<file path="src/rtl/pipe_hazard_ctrl_pkg.sv">
// pipe_hazard_ctrl_pkg: shared pipeline widths, hazard state encoding and bubble field values
package pipe_hazard_ctrl_pkg;
  localparam int REG_W = 5;
  typedef enum logic [1:0] {
    RUN        = 2'd0,
    LOAD_STALL = 2'd1,
    FLUSH      = 2'd2
  } haz_state_t;
  localparam int   BUBBLE_REG       = 0;
  localparam logic BUBBLE_REG_WRITE = 1'b0;
  localparam logic BUBBLE_MEM_READ  = 1'b0;
endpackage

</file>
<file path="src/rtl/pipe_hazard_ctrl_if.sv">
// pipe_hazard_ctrl_if: decode-stage inputs plus tracked pipeline fields and hazard controls
interface pipe_hazard_ctrl_if #(
  parameter int REG_W = 5,
  parameter int CNT_W = 16
);
  logic             IF_IDvalid;
  logic [REG_W-1:0] IF_IDrs1;
  logic [REG_W-1:0] IF_IDrs2;
  logic             IF_IDuseRs1;
  logic             IF_IDuseRs2;
  logic [REG_W-1:0] IF_IDrd;
  logic             IF_IDregWrite;
  logic             IF_IDmemRead;
  logic             branchTaken;
  logic [REG_W-1:0] ID_EXrs1;
  logic [REG_W-1:0] ID_EXrs2;
  logic [REG_W-1:0] ID_EXrd;
  logic             ID_EXregWrite;
  logic             ID_EXmemRead;
  logic [REG_W-1:0] EX_MEMrd;
  logic             EX_MEMregWrite;
  logic [REG_W-1:0] MEM_WBrd;
  logic             MEM_WBregWrite;
  logic             PCwrite;
  logic             IF_IDwrite;
  logic             flushIF_ID;
  logic [1:0]       hazState;
  logic [CNT_W-1:0] stallCount;
  modport master (
    output IF_IDvalid, IF_IDrs1, IF_IDrs2, IF_IDuseRs1, IF_IDuseRs2, IF_IDrd,
           IF_IDregWrite, IF_IDmemRead, branchTaken,
    input  ID_EXrs1, ID_EXrs2, ID_EXrd, ID_EXregWrite, ID_EXmemRead,
           EX_MEMrd, EX_MEMregWrite, MEM_WBrd, MEM_WBregWrite,
           PCwrite, IF_IDwrite, flushIF_ID, hazState, stallCount
  );
  modport slave (
    input  IF_IDvalid, IF_IDrs1, IF_IDrs2, IF_IDuseRs1, IF_IDuseRs2, IF_IDrd,
           IF_IDregWrite, IF_IDmemRead, branchTaken,
    output ID_EXrs1, ID_EXrs2, ID_EXrd, ID_EXregWrite, ID_EXmemRead,
           EX_MEMrd, EX_MEMregWrite, MEM_WBrd, MEM_WBregWrite,
           PCwrite, IF_IDwrite, flushIF_ID, hazState, stallCount
  );
endinterface

</file>
<file path="src/rtl/pipe_track_reg.sv">
// pipe_track_reg: one rd/regWrite tracking stage for the forwarding unit
module pipe_track_reg #(
  parameter int REG_W = 5
) (
  input  logic             clk,
  input  logic             reset_n,
  input  logic [REG_W-1:0] d_rd,
  input  logic             d_reg_write,
  output logic [REG_W-1:0] q_rd,
  output logic             q_reg_write
);
  always_ff @(posedge clk or negedge reset_n) begin
    if (!reset_n) begin
      q_rd        <= '0;
      q_reg_write <= 1'b0;
    end else begin
      q_rd        <= d_rd;
      q_reg_write <= d_reg_write;
    end
  end
endmodule

</file>
<file path="src/rtl/pipe_hazard_ctrl.sv">
// pipe_hazard_ctrl: load-use stall / branch flush control with ID/EX, EX/MEM, MEM/WB tracking
module pipe_hazard_ctrl
  import pipe_hazard_ctrl_pkg::*;
#(
  parameter int REG_W = pipe_hazard_ctrl_pkg::REG_W,
  parameter int CNT_W = 16
) (
  input logic               clk,
  input logic               reset_n,
  pipe_hazard_ctrl_if.slave bus
);
  haz_state_t state, state_nxt;
  logic       load_use;
  logic       bubble;
  assign load_use = bus.IF_IDvalid && bus.ID_EXmemRead && (bus.ID_EXrd != '0) &&
                    ((bus.IF_IDuseRs1 && (bus.ID_EXrd == bus.IF_IDrs1)) ||
                     (bus.IF_IDuseRs2 && (bus.ID_EXrd == bus.IF_IDrs2)));
  always_comb begin
    state_nxt = bus.branchTaken ? FLUSH : load_use ? LOAD_STALL : RUN;
    bubble    = bus.branchTaken || load_use;
  end
  // a taken branch overrides the stall: the dependent instruction is being squashed anyway
  assign bus.PCwrite    = reset_n && (bus.branchTaken || !load_use);
  assign bus.IF_IDwrite = reset_n && (bus.branchTaken || !load_use);
  assign bus.flushIF_ID = !reset_n || bus.branchTaken;
  assign bus.hazState   = state;
  always_ff @(posedge clk or negedge reset_n) begin
    if (!reset_n) begin
      bus.ID_EXrs1      <= '0;
      bus.ID_EXrs2      <= '0;
      bus.ID_EXrd       <= '0;
      bus.ID_EXregWrite <= 1'b0;
      bus.ID_EXmemRead  <= 1'b0;
    end else if (bubble) begin
      bus.ID_EXrs1      <= REG_W'(BUBBLE_REG);
      bus.ID_EXrs2      <= REG_W'(BUBBLE_REG);
      bus.ID_EXrd       <= REG_W'(BUBBLE_REG);
      bus.ID_EXregWrite <= BUBBLE_REG_WRITE;
      bus.ID_EXmemRead  <= BUBBLE_MEM_READ;
    end else begin
      bus.ID_EXrs1      <= bus.IF_IDrs1;
      bus.ID_EXrs2      <= bus.IF_IDrs2;
      bus.ID_EXrd       <= bus.IF_IDrd;
      bus.ID_EXregWrite <= bus.IF_IDregWrite && bus.IF_IDvalid;
      bus.ID_EXmemRead  <= bus.IF_IDmemRead && bus.IF_IDvalid;
    end
  end
  always_ff @(posedge clk or negedge reset_n) begin
    if (!reset_n) begin
      state          <= RUN;
      bus.stallCount <= '0;
    end else begin
      state <= state_nxt;
      if (load_use && !bus.branchTaken && (bus.stallCount != '1))
        bus.stallCount <= bus.stallCount + CNT_W'(1);
    end
  end
  pipe_track_reg #(.REG_W(REG_W)) u_ex_mem (
    .clk         (clk),
    .reset_n     (reset_n),
    .d_rd        (bus.ID_EXrd),
    .d_reg_write (bus.ID_EXregWrite),
    .q_rd        (bus.EX_MEMrd),
    .q_reg_write (bus.EX_MEMregWrite)
  );
  pipe_track_reg #(.REG_W(REG_W)) u_mem_wb (
    .clk         (clk),
    .reset_n     (reset_n),
    .d_rd        (bus.EX_MEMrd),
    .d_reg_write (bus.EX_MEMregWrite),
    .q_rd        (bus.MEM_WBrd),
    .q_reg_write (bus.MEM_WBregWrite)
  );
endmodule

</file>
<file path="src/flat_wrapper.sv">
// flat-port wrapper written by rule: the top's interface ports become plain ports
module pipe_hazard_ctrl_flat import pipe_hazard_ctrl_pkg::*;
#(
  parameter int REG_W = pipe_hazard_ctrl_pkg::REG_W,
  parameter int CNT_W = 16
)
  (clk, reset_n, bus_IF_IDvalid, bus_IF_IDrs1, bus_IF_IDrs2, bus_IF_IDuseRs1, bus_IF_IDuseRs2, bus_IF_IDrd, bus_IF_IDregWrite, bus_IF_IDmemRead, bus_branchTaken, bus_ID_EXrs1, bus_ID_EXrs2, bus_ID_EXrd, bus_ID_EXregWrite, bus_ID_EXmemRead, bus_EX_MEMrd, bus_EX_MEMregWrite, bus_MEM_WBrd, bus_MEM_WBregWrite, bus_PCwrite, bus_IF_IDwrite, bus_flushIF_ID, bus_hazState, bus_stallCount);
  pipe_hazard_ctrl_if #(.REG_W(REG_W), .CNT_W(CNT_W)) bus_i ();
  input logic clk;
  input logic reset_n;
  input wire logic [$bits(bus_i.IF_IDvalid)-1:0] bus_IF_IDvalid;
  input wire logic [$bits(bus_i.IF_IDrs1)-1:0] bus_IF_IDrs1;
  input wire logic [$bits(bus_i.IF_IDrs2)-1:0] bus_IF_IDrs2;
  input wire logic [$bits(bus_i.IF_IDuseRs1)-1:0] bus_IF_IDuseRs1;
  input wire logic [$bits(bus_i.IF_IDuseRs2)-1:0] bus_IF_IDuseRs2;
  input wire logic [$bits(bus_i.IF_IDrd)-1:0] bus_IF_IDrd;
  input wire logic [$bits(bus_i.IF_IDregWrite)-1:0] bus_IF_IDregWrite;
  input wire logic [$bits(bus_i.IF_IDmemRead)-1:0] bus_IF_IDmemRead;
  input wire logic [$bits(bus_i.branchTaken)-1:0] bus_branchTaken;
  output wire logic [$bits(bus_i.ID_EXrs1)-1:0] bus_ID_EXrs1;
  output wire logic [$bits(bus_i.ID_EXrs2)-1:0] bus_ID_EXrs2;
  output wire logic [$bits(bus_i.ID_EXrd)-1:0] bus_ID_EXrd;
  output wire logic [$bits(bus_i.ID_EXregWrite)-1:0] bus_ID_EXregWrite;
  output wire logic [$bits(bus_i.ID_EXmemRead)-1:0] bus_ID_EXmemRead;
  output wire logic [$bits(bus_i.EX_MEMrd)-1:0] bus_EX_MEMrd;
  output wire logic [$bits(bus_i.EX_MEMregWrite)-1:0] bus_EX_MEMregWrite;
  output wire logic [$bits(bus_i.MEM_WBrd)-1:0] bus_MEM_WBrd;
  output wire logic [$bits(bus_i.MEM_WBregWrite)-1:0] bus_MEM_WBregWrite;
  output wire logic [$bits(bus_i.PCwrite)-1:0] bus_PCwrite;
  output wire logic [$bits(bus_i.IF_IDwrite)-1:0] bus_IF_IDwrite;
  output wire logic [$bits(bus_i.flushIF_ID)-1:0] bus_flushIF_ID;
  output wire logic [$bits(bus_i.hazState)-1:0] bus_hazState;
  output wire logic [$bits(bus_i.stallCount)-1:0] bus_stallCount;
  assign bus_i.IF_IDvalid = bus_IF_IDvalid;
  assign bus_i.IF_IDrs1 = bus_IF_IDrs1;
  assign bus_i.IF_IDrs2 = bus_IF_IDrs2;
  assign bus_i.IF_IDuseRs1 = bus_IF_IDuseRs1;
  assign bus_i.IF_IDuseRs2 = bus_IF_IDuseRs2;
  assign bus_i.IF_IDrd = bus_IF_IDrd;
  assign bus_i.IF_IDregWrite = bus_IF_IDregWrite;
  assign bus_i.IF_IDmemRead = bus_IF_IDmemRead;
  assign bus_i.branchTaken = bus_branchTaken;
  assign bus_ID_EXrs1 = bus_i.ID_EXrs1;
  assign bus_ID_EXrs2 = bus_i.ID_EXrs2;
  assign bus_ID_EXrd = bus_i.ID_EXrd;
  assign bus_ID_EXregWrite = bus_i.ID_EXregWrite;
  assign bus_ID_EXmemRead = bus_i.ID_EXmemRead;
  assign bus_EX_MEMrd = bus_i.EX_MEMrd;
  assign bus_EX_MEMregWrite = bus_i.EX_MEMregWrite;
  assign bus_MEM_WBrd = bus_i.MEM_WBrd;
  assign bus_MEM_WBregWrite = bus_i.MEM_WBregWrite;
  assign bus_PCwrite = bus_i.PCwrite;
  assign bus_IF_IDwrite = bus_i.IF_IDwrite;
  assign bus_flushIF_ID = bus_i.flushIF_ID;
  assign bus_hazState = bus_i.hazState;
  assign bus_stallCount = bus_i.stallCount;
  pipe_hazard_ctrl #(.REG_W(REG_W), .CNT_W(CNT_W)) u_core (.clk(clk), .reset_n(reset_n), .bus(bus_i));
endmodule
</file>
<file path="config.mk">
export PLATFORM = sky130hd
export DESIGN_NAME = pipe_hazard_ctrl_flat
export DESIGN_NICKNAME = d
export VERILOG_FILES = /design/src/rtl/pipe_hazard_ctrl_pkg.sv /design/src/rtl/pipe_hazard_ctrl_if.sv /design/src/rtl/pipe_track_reg.sv /design/src/rtl/pipe_hazard_ctrl.sv /design/src/flat_wrapper.sv
export SDC_FILE = /design/constraint.sdc
export NUM_CORES = 1
export LEC_CHECK = 0
export CORE_MARGIN = 5
export CORE_UTILIZATION = 47
export DETAILED_ROUTE_END_ITERATION = 8
export GPL_ROUTABILITY_DRIVEN = 0
export PLACE_DENSITY_LB_ADDON = 0.1
export SYNTH_ARGS = -nofsm -noshare
export SYNTH_HDL_FRONTEND = slang
export SYNTH_SLANG_ARGS = --single-unit
</file>
<file path="constraint.sdc">
create_clock -name clk -period 7.2 [get_ports clk]
set_clock_uncertainty 0.2 [all_clocks]
set_input_delay 2.16 -clock clk [delete_from_list [all_inputs] [get_ports clk]]
set_output_delay 2.16 -clock clk [all_outputs]
set_load 0.01 [all_outputs]
</file>
==> impl_metrics.sql <==
INSERT INTO impl_metrics (metric_group, metric, value, unit) VALUES
('grt', 'grt_max_degree', '32', ''),
('floorplanning', 'io_pins', '73', ''),
('clock_tree', 'cts.clk_slew.worst_paths', '90', 'ps'),
('synthesis', 'yosys_top_cell_by_area', 'sky130_fd_sc_hd__dfrtp_1', ''),
('timing', 'timing.fmax', '155', 'MHz'),
('grt', 'grt_antenna_before_repair', '0', ''),
('synthesis', 'number_of_nets_produced_by_synthesis', '176', ''),
('timing', 'timing.max_slew.rel_slack', '70.8', '%'),
('synthesis', 'avgSynthCellArea', '13.2', 'um2'),
('worst_setup_path', 'cp-endpoint', 'bus_PCwrite', ''),
('timing', 'worst_slack', '747', 'ps'),
('floorplanning', 'rows', '23', ''),
('synthesis', 'post_synth_instance_area', '2010', 'um2'),
('worst_setup_path', 'crit_arrival', '4090', 'ps'),
('power_and_ir_drop', 'total_power', '0.533', 'mW'),
('worst_setup_path', 'setup.worst_path.class', 'in2out', ''),
('synthesis', 'synth_seq_cells', '47', ''),
('timing', 'fin_crit_sh', '89.6', '%'),
('routing', 'drt-total-wl', '4.66', 'mm'),
('routing', 'route.detailed.wl_per_inst', '16.6', 'um'),
('timing', 'final.setup.tns', '0', 'ps'),
('worst_setup_path', 'startpoint', 'bus_IF_IDrs2[4]', ''),
('placed_design', 'total_half_perimeter_wirelength_after_legalization_and_detailed_placement', '3.53', 'mm'),
('grt', 'grt.met2_usage', '28.3', '%'),
('clock_tree', 'post_cts_setup_buffers', '0', ''),
('cells_and_area', 'ff_latch_area', '1180', 'um2'),
('power_and_ir_drop', 'max-vdd-ir-drop', '163', 'uV'),
('worst_setup_path', 'r2r-end', 'u_core.bus.stallCount[14]$_DFFE_PN0P_', ''),
('clock_tree', 'cts_sinks', '47', ''),
('clock_tree', 'number_of_hold_repair_buffers_added_at_the_cts_stage', '0', ''),
('clock_tree', 'cts-htree-levels', '2', ''),
('synthesis', 'synth_cells', '152', ''),
('routing', 'drc_errors', '0', ''),
('clock_tree', 'total_of_cells_resized_after_clock_tree_synthesis', '0', ''),
('worst_hold_path', 'worst_hold_path_class', 'reg2reg', ''),
('grt', 'met3_track_usage_gr', '6.60', '%'),
('routing', 'via_total_after_detailed_routing', '1462', ''),
('timing', 'setup_viol_count_final', '0', ''),
('floorplanning', 'initial_core_util', '49.4', '%'),
('clock_tree', 'cts_tree', 'done', ''),
('worst_setup_path', 'cp_data_required_time', '4840', 'ps'),
('routing', 'number_of_vias_per_cell', '5.22', ''),
('clock_tree', 'worst_skew_pair.late_latency', '300', 'ps'),
('worst_setup_path', 'setup.worst_path.end_class', 'primary output', ''),
('cells_and_area', 'layout-area-overhead-vs-synth', '43.5', '%'),
('worst_setup_path', 'critical_path_peak_fanout', '2', ''),
('grt', 'grt_remaining_overflow', '0', ''),
('clock_tree', 'tritoncts.num_buffers', '5', ''),
('grt', 'grt_util_all_layers', '18.0', '%'),
('run_status', 'run_status', 'completed', ''),
('clock_tree', 'cts_buffer_depth', '2', ''),
('timing', 'worstMarginPinSlew', '438', 'ps'),
('synthesis', 'synth_seq_area_share', '58.6', '%'),
('cells_and_area', 'finish.net_count', '253', ''),
('timing', 'clock_period_minus_worst_slack', '6450', 'ps'),
('timing', 'rsz0062_at_grt', 'no', ''),
('cells_and_area', 'combined_area_of_the_multi_input_logic_cells', '782', 'um2'),
('placed_design', 'detailedPlace.worstSlack', '760', 'ps'),
('floorplanning', 'core_area', '4060', 'um2'),
('power_and_ir_drop', 'p_per_area', '185', 'nW/um2'),
('placed_design', 'port_buffer_count', '72', ''),
('routing', 'detail_route.first_pass.iterations', '4', ''),
('cells_and_area', 'antenna_cells_inserted', '0', ''),
('floorplanning', 'fp.dieW', '75.3', 'um'),
('synthesis', 'yosys_warnings', '0', ''),
('grt', 'first_pass_grt_wire_length', '7.59', 'mm'),
('worst_setup_path', 'critPathLaunchType', 'input pin', ''),
('floorplanning', 'die_area', '5670', 'um2'),
('routing', 'drt.antenna.violating_nets', '0', ''),
('synthesis', 'netlist_top_cells_area', 'sky130_fd_sc_hd__dfrtp_1 (59%), sky130_fd_sc_hd__xor2_1 (8.3%), sky130_fd_sc_hd__nor4_2 (5.0%)', ''),
('power_and_ir_drop', 'total_leakage_power', '1.27', 'nW');
-- stage by stage --
stage                     cells  instance area (um2)  hold slack (ps)  util, %
after floorplan             152                 2010              216        -
after global placement      272                 2770              159     68.2
after detailed placement    272                 2770              169     68.2
after CTS                   280                 2880              189     71.0
after global routing        280                 2880              196     71.0
final                       280                 2880              184     71.0
-- layout by cell type, fill, tap and decap left out, types with 2 or more instances in the layout --
| cell type | count |
|---|---|
| sky130_fd_sc_hd__nor2_1 | 4 |
| sky130_fd_sc_hd__clkbuf_8 | 5 |
| sky130_fd_sc_hd__buf_4 | 3 |
| sky130_fd_sc_hd__nor3_1 | 5 |
| sky130_fd_sc_hd__nor4_2 | 8 |
| sky130_fd_sc_hd__xnor2_1 | 3 |
| sky130_fd_sc_hd__nand4_1 | 5 |
| sky130_fd_sc_hd__and2_1 | 15 |
| sky130_fd_sc_hd__clkdlybuf4s50_1 | 71 |
| sky130_fd_sc_hd__inv_1 | 2 |
| sky130_fd_sc_hd__mux2_2 | 2 |
| sky130_fd_sc_hd__and3_1 | 4 |
| sky130_fd_sc_hd__nand2_1 | 8 |
| sky130_fd_sc_hd__nand2b_1 | 2 |
| sky130_fd_sc_hd__nor4_1 | 2 |
| sky130_fd_sc_hd__nand3_1 | 6 |
| sky130_fd_sc_hd__dfrtp_1 | 47 |
| sky130_fd_sc_hd__xor2_1 | 19 |
-- registers in the layout, indices dropped and copies added, names as in the netlist --
name and cells:
u_core.bus.hazState 2, u_core.u_ex_mem.q_reg_write 1, u_core.bus.stallCount 16, u_core.bus.ID_EXrs2 5, u_core.u_mem_wb.q_reg_write 1, u_core.u_mem_wb.q_rd 5
u_core.bus.ID_EXrs1 5, u_core.bus.ID_EXmemRead 1, u_core.u_ex_mem.q_rd 5, u_core.bus.ID_EXrd 5, u_core.bus.ID_EXregWrite 1
-- logic make-up after synthesis --
kind of cell / Yosys count / share of synthesized area, %
fa+ha+maj: 1 / 0.624
flops: 47 / 58.6
simple gates: 66 / 22.7
mux: 3 / 1.68
buf+inv: 7 / 2.37
xor+xnor: 23 / 10.4
compound gates: 5 / 3.56
-- per-layer routing --
layer  routed length, um  share of wire, %
met5                   0                 0
met4                 109               2.3
met3                 397               8.5
met2                2210                47
met1                1940                42
-- cell type report --
cell class                 count  share of cell area, %
inverter                       2                  0.261
tap                           50                   2.17
clock buffer                   5                   2.39
sequential                    47                   40.9
clock inverter                 3                   1.52
multi-input combinational     98                   27.2
timing repair buffer          75                   25.6
-- cell usage after synthesis --
cell type	instances
sky130_fd_sc_hd__buf_2	2
sky130_fd_sc_hd__nand2_1	8
sky130_fd_sc_hd__mux2_1	1
sky130_fd_sc_hd__dfrtp_1	47
sky130_fd_sc_hd__nor2_1	4
sky130_fd_sc_hd__nand2b_1	2
sky130_fd_sc_hd__nor2b_1	1
sky130_fd_sc_hd__inv_1	2
sky130_fd_sc_hd__o21a_1	1
sky130_fd_sc_hd__xnor2_1	3
sky130_fd_sc_hd__buf_4	1
sky130_fd_sc_hd__xor2_1	19
sky130_fd_sc_hd__and2_1	15
sky130_fd_sc_hd__a31o_4	1
sky130_fd_sc_hd__ha_1	1
sky130_fd_sc_hd__o211ai_4	1
sky130_fd_sc_hd__and2_0	1
sky130_fd_sc_hd__or4_1	1
sky130_fd_sc_hd__nor3_2	1
sky130_fd_sc_hd__nor4_1	2
sky130_fd_sc_hd__xnor2_2	1
sky130_fd_sc_hd__nand4_1	5
sky130_fd_sc_hd__mux2_2	2
sky130_fd_sc_hd__and3_1	4
sky130_fd_sc_hd__a2111oi_0	1
sky130_fd_sc_hd__nor4_4	1
sky130_fd_sc_hd__nand3_1	6
sky130_fd_sc_hd__a32oi_2	1
sky130_fd_sc_hd__or4b_4	1
sky130_fd_sc_hd__nor4_2	8
sky130_fd_sc_hd__nor3_1	5
sky130_fd_sc_hd__nor4b_2	1
sky130_fd_sc_hd__buf_6	2
-- how the worst min path moves through the flow --
stage                                                   from                                    end  slack, ps  cells past startpoint
after floorplan           u_core.bus.ID_EXregWrite$_DFF_PN0_  u_core.u_ex_mem.q_reg_write$_DFF_PN0_        220                      0
after global placement     u_core.u_ex_mem.q_rd[4]$_DFF_PN0_      u_core.u_mem_wb.q_rd[4]$_DFF_PN0_        160                      0
after detailed placement   u_core.u_ex_mem.q_rd[4]$_DFF_PN0_      u_core.u_mem_wb.q_rd[4]$_DFF_PN0_        170                      0
after CTS                  u_core.u_ex_mem.q_rd[4]$_DFF_PN0_      u_core.u_mem_wb.q_rd[4]$_DFF_PN0_        190                      0
after global routing       u_core.u_ex_mem.q_rd[4]$_DFF_PN0_      u_core.u_mem_wb.q_rd[4]$_DFF_PN0_        200                      0
final                      u_core.u_ex_mem.q_rd[4]$_DFF_PN0_      u_core.u_mem_wb.q_rd[4]$_DFF_PN0_        180                      0
-- power breakdown --
part	switching (mW)	internal (mW)	total, mW
clock	0.0897	0.103	0.193
combinational	0.0275	0.0340	0.0615
sequential	0.00611	0.272	0.278
total	0.123	0.410	0.533
-- worst max-delay path, cell delays in order --
cell	delay, ps
sky130_fd_sc_hd__clkdlybuf4s50_1	440
sky130_fd_sc_hd__xor2_1	170
sky130_fd_sc_hd__nor4_2	300
sky130_fd_sc_hd__a32oi_2	160
sky130_fd_sc_hd__nor3_1	280
sky130_fd_sc_hd__nor2b_1	100
sky130_fd_sc_hd__clkdlybuf4s50_1	490
No activity file was read; power rests on OpenSTA's default activity.
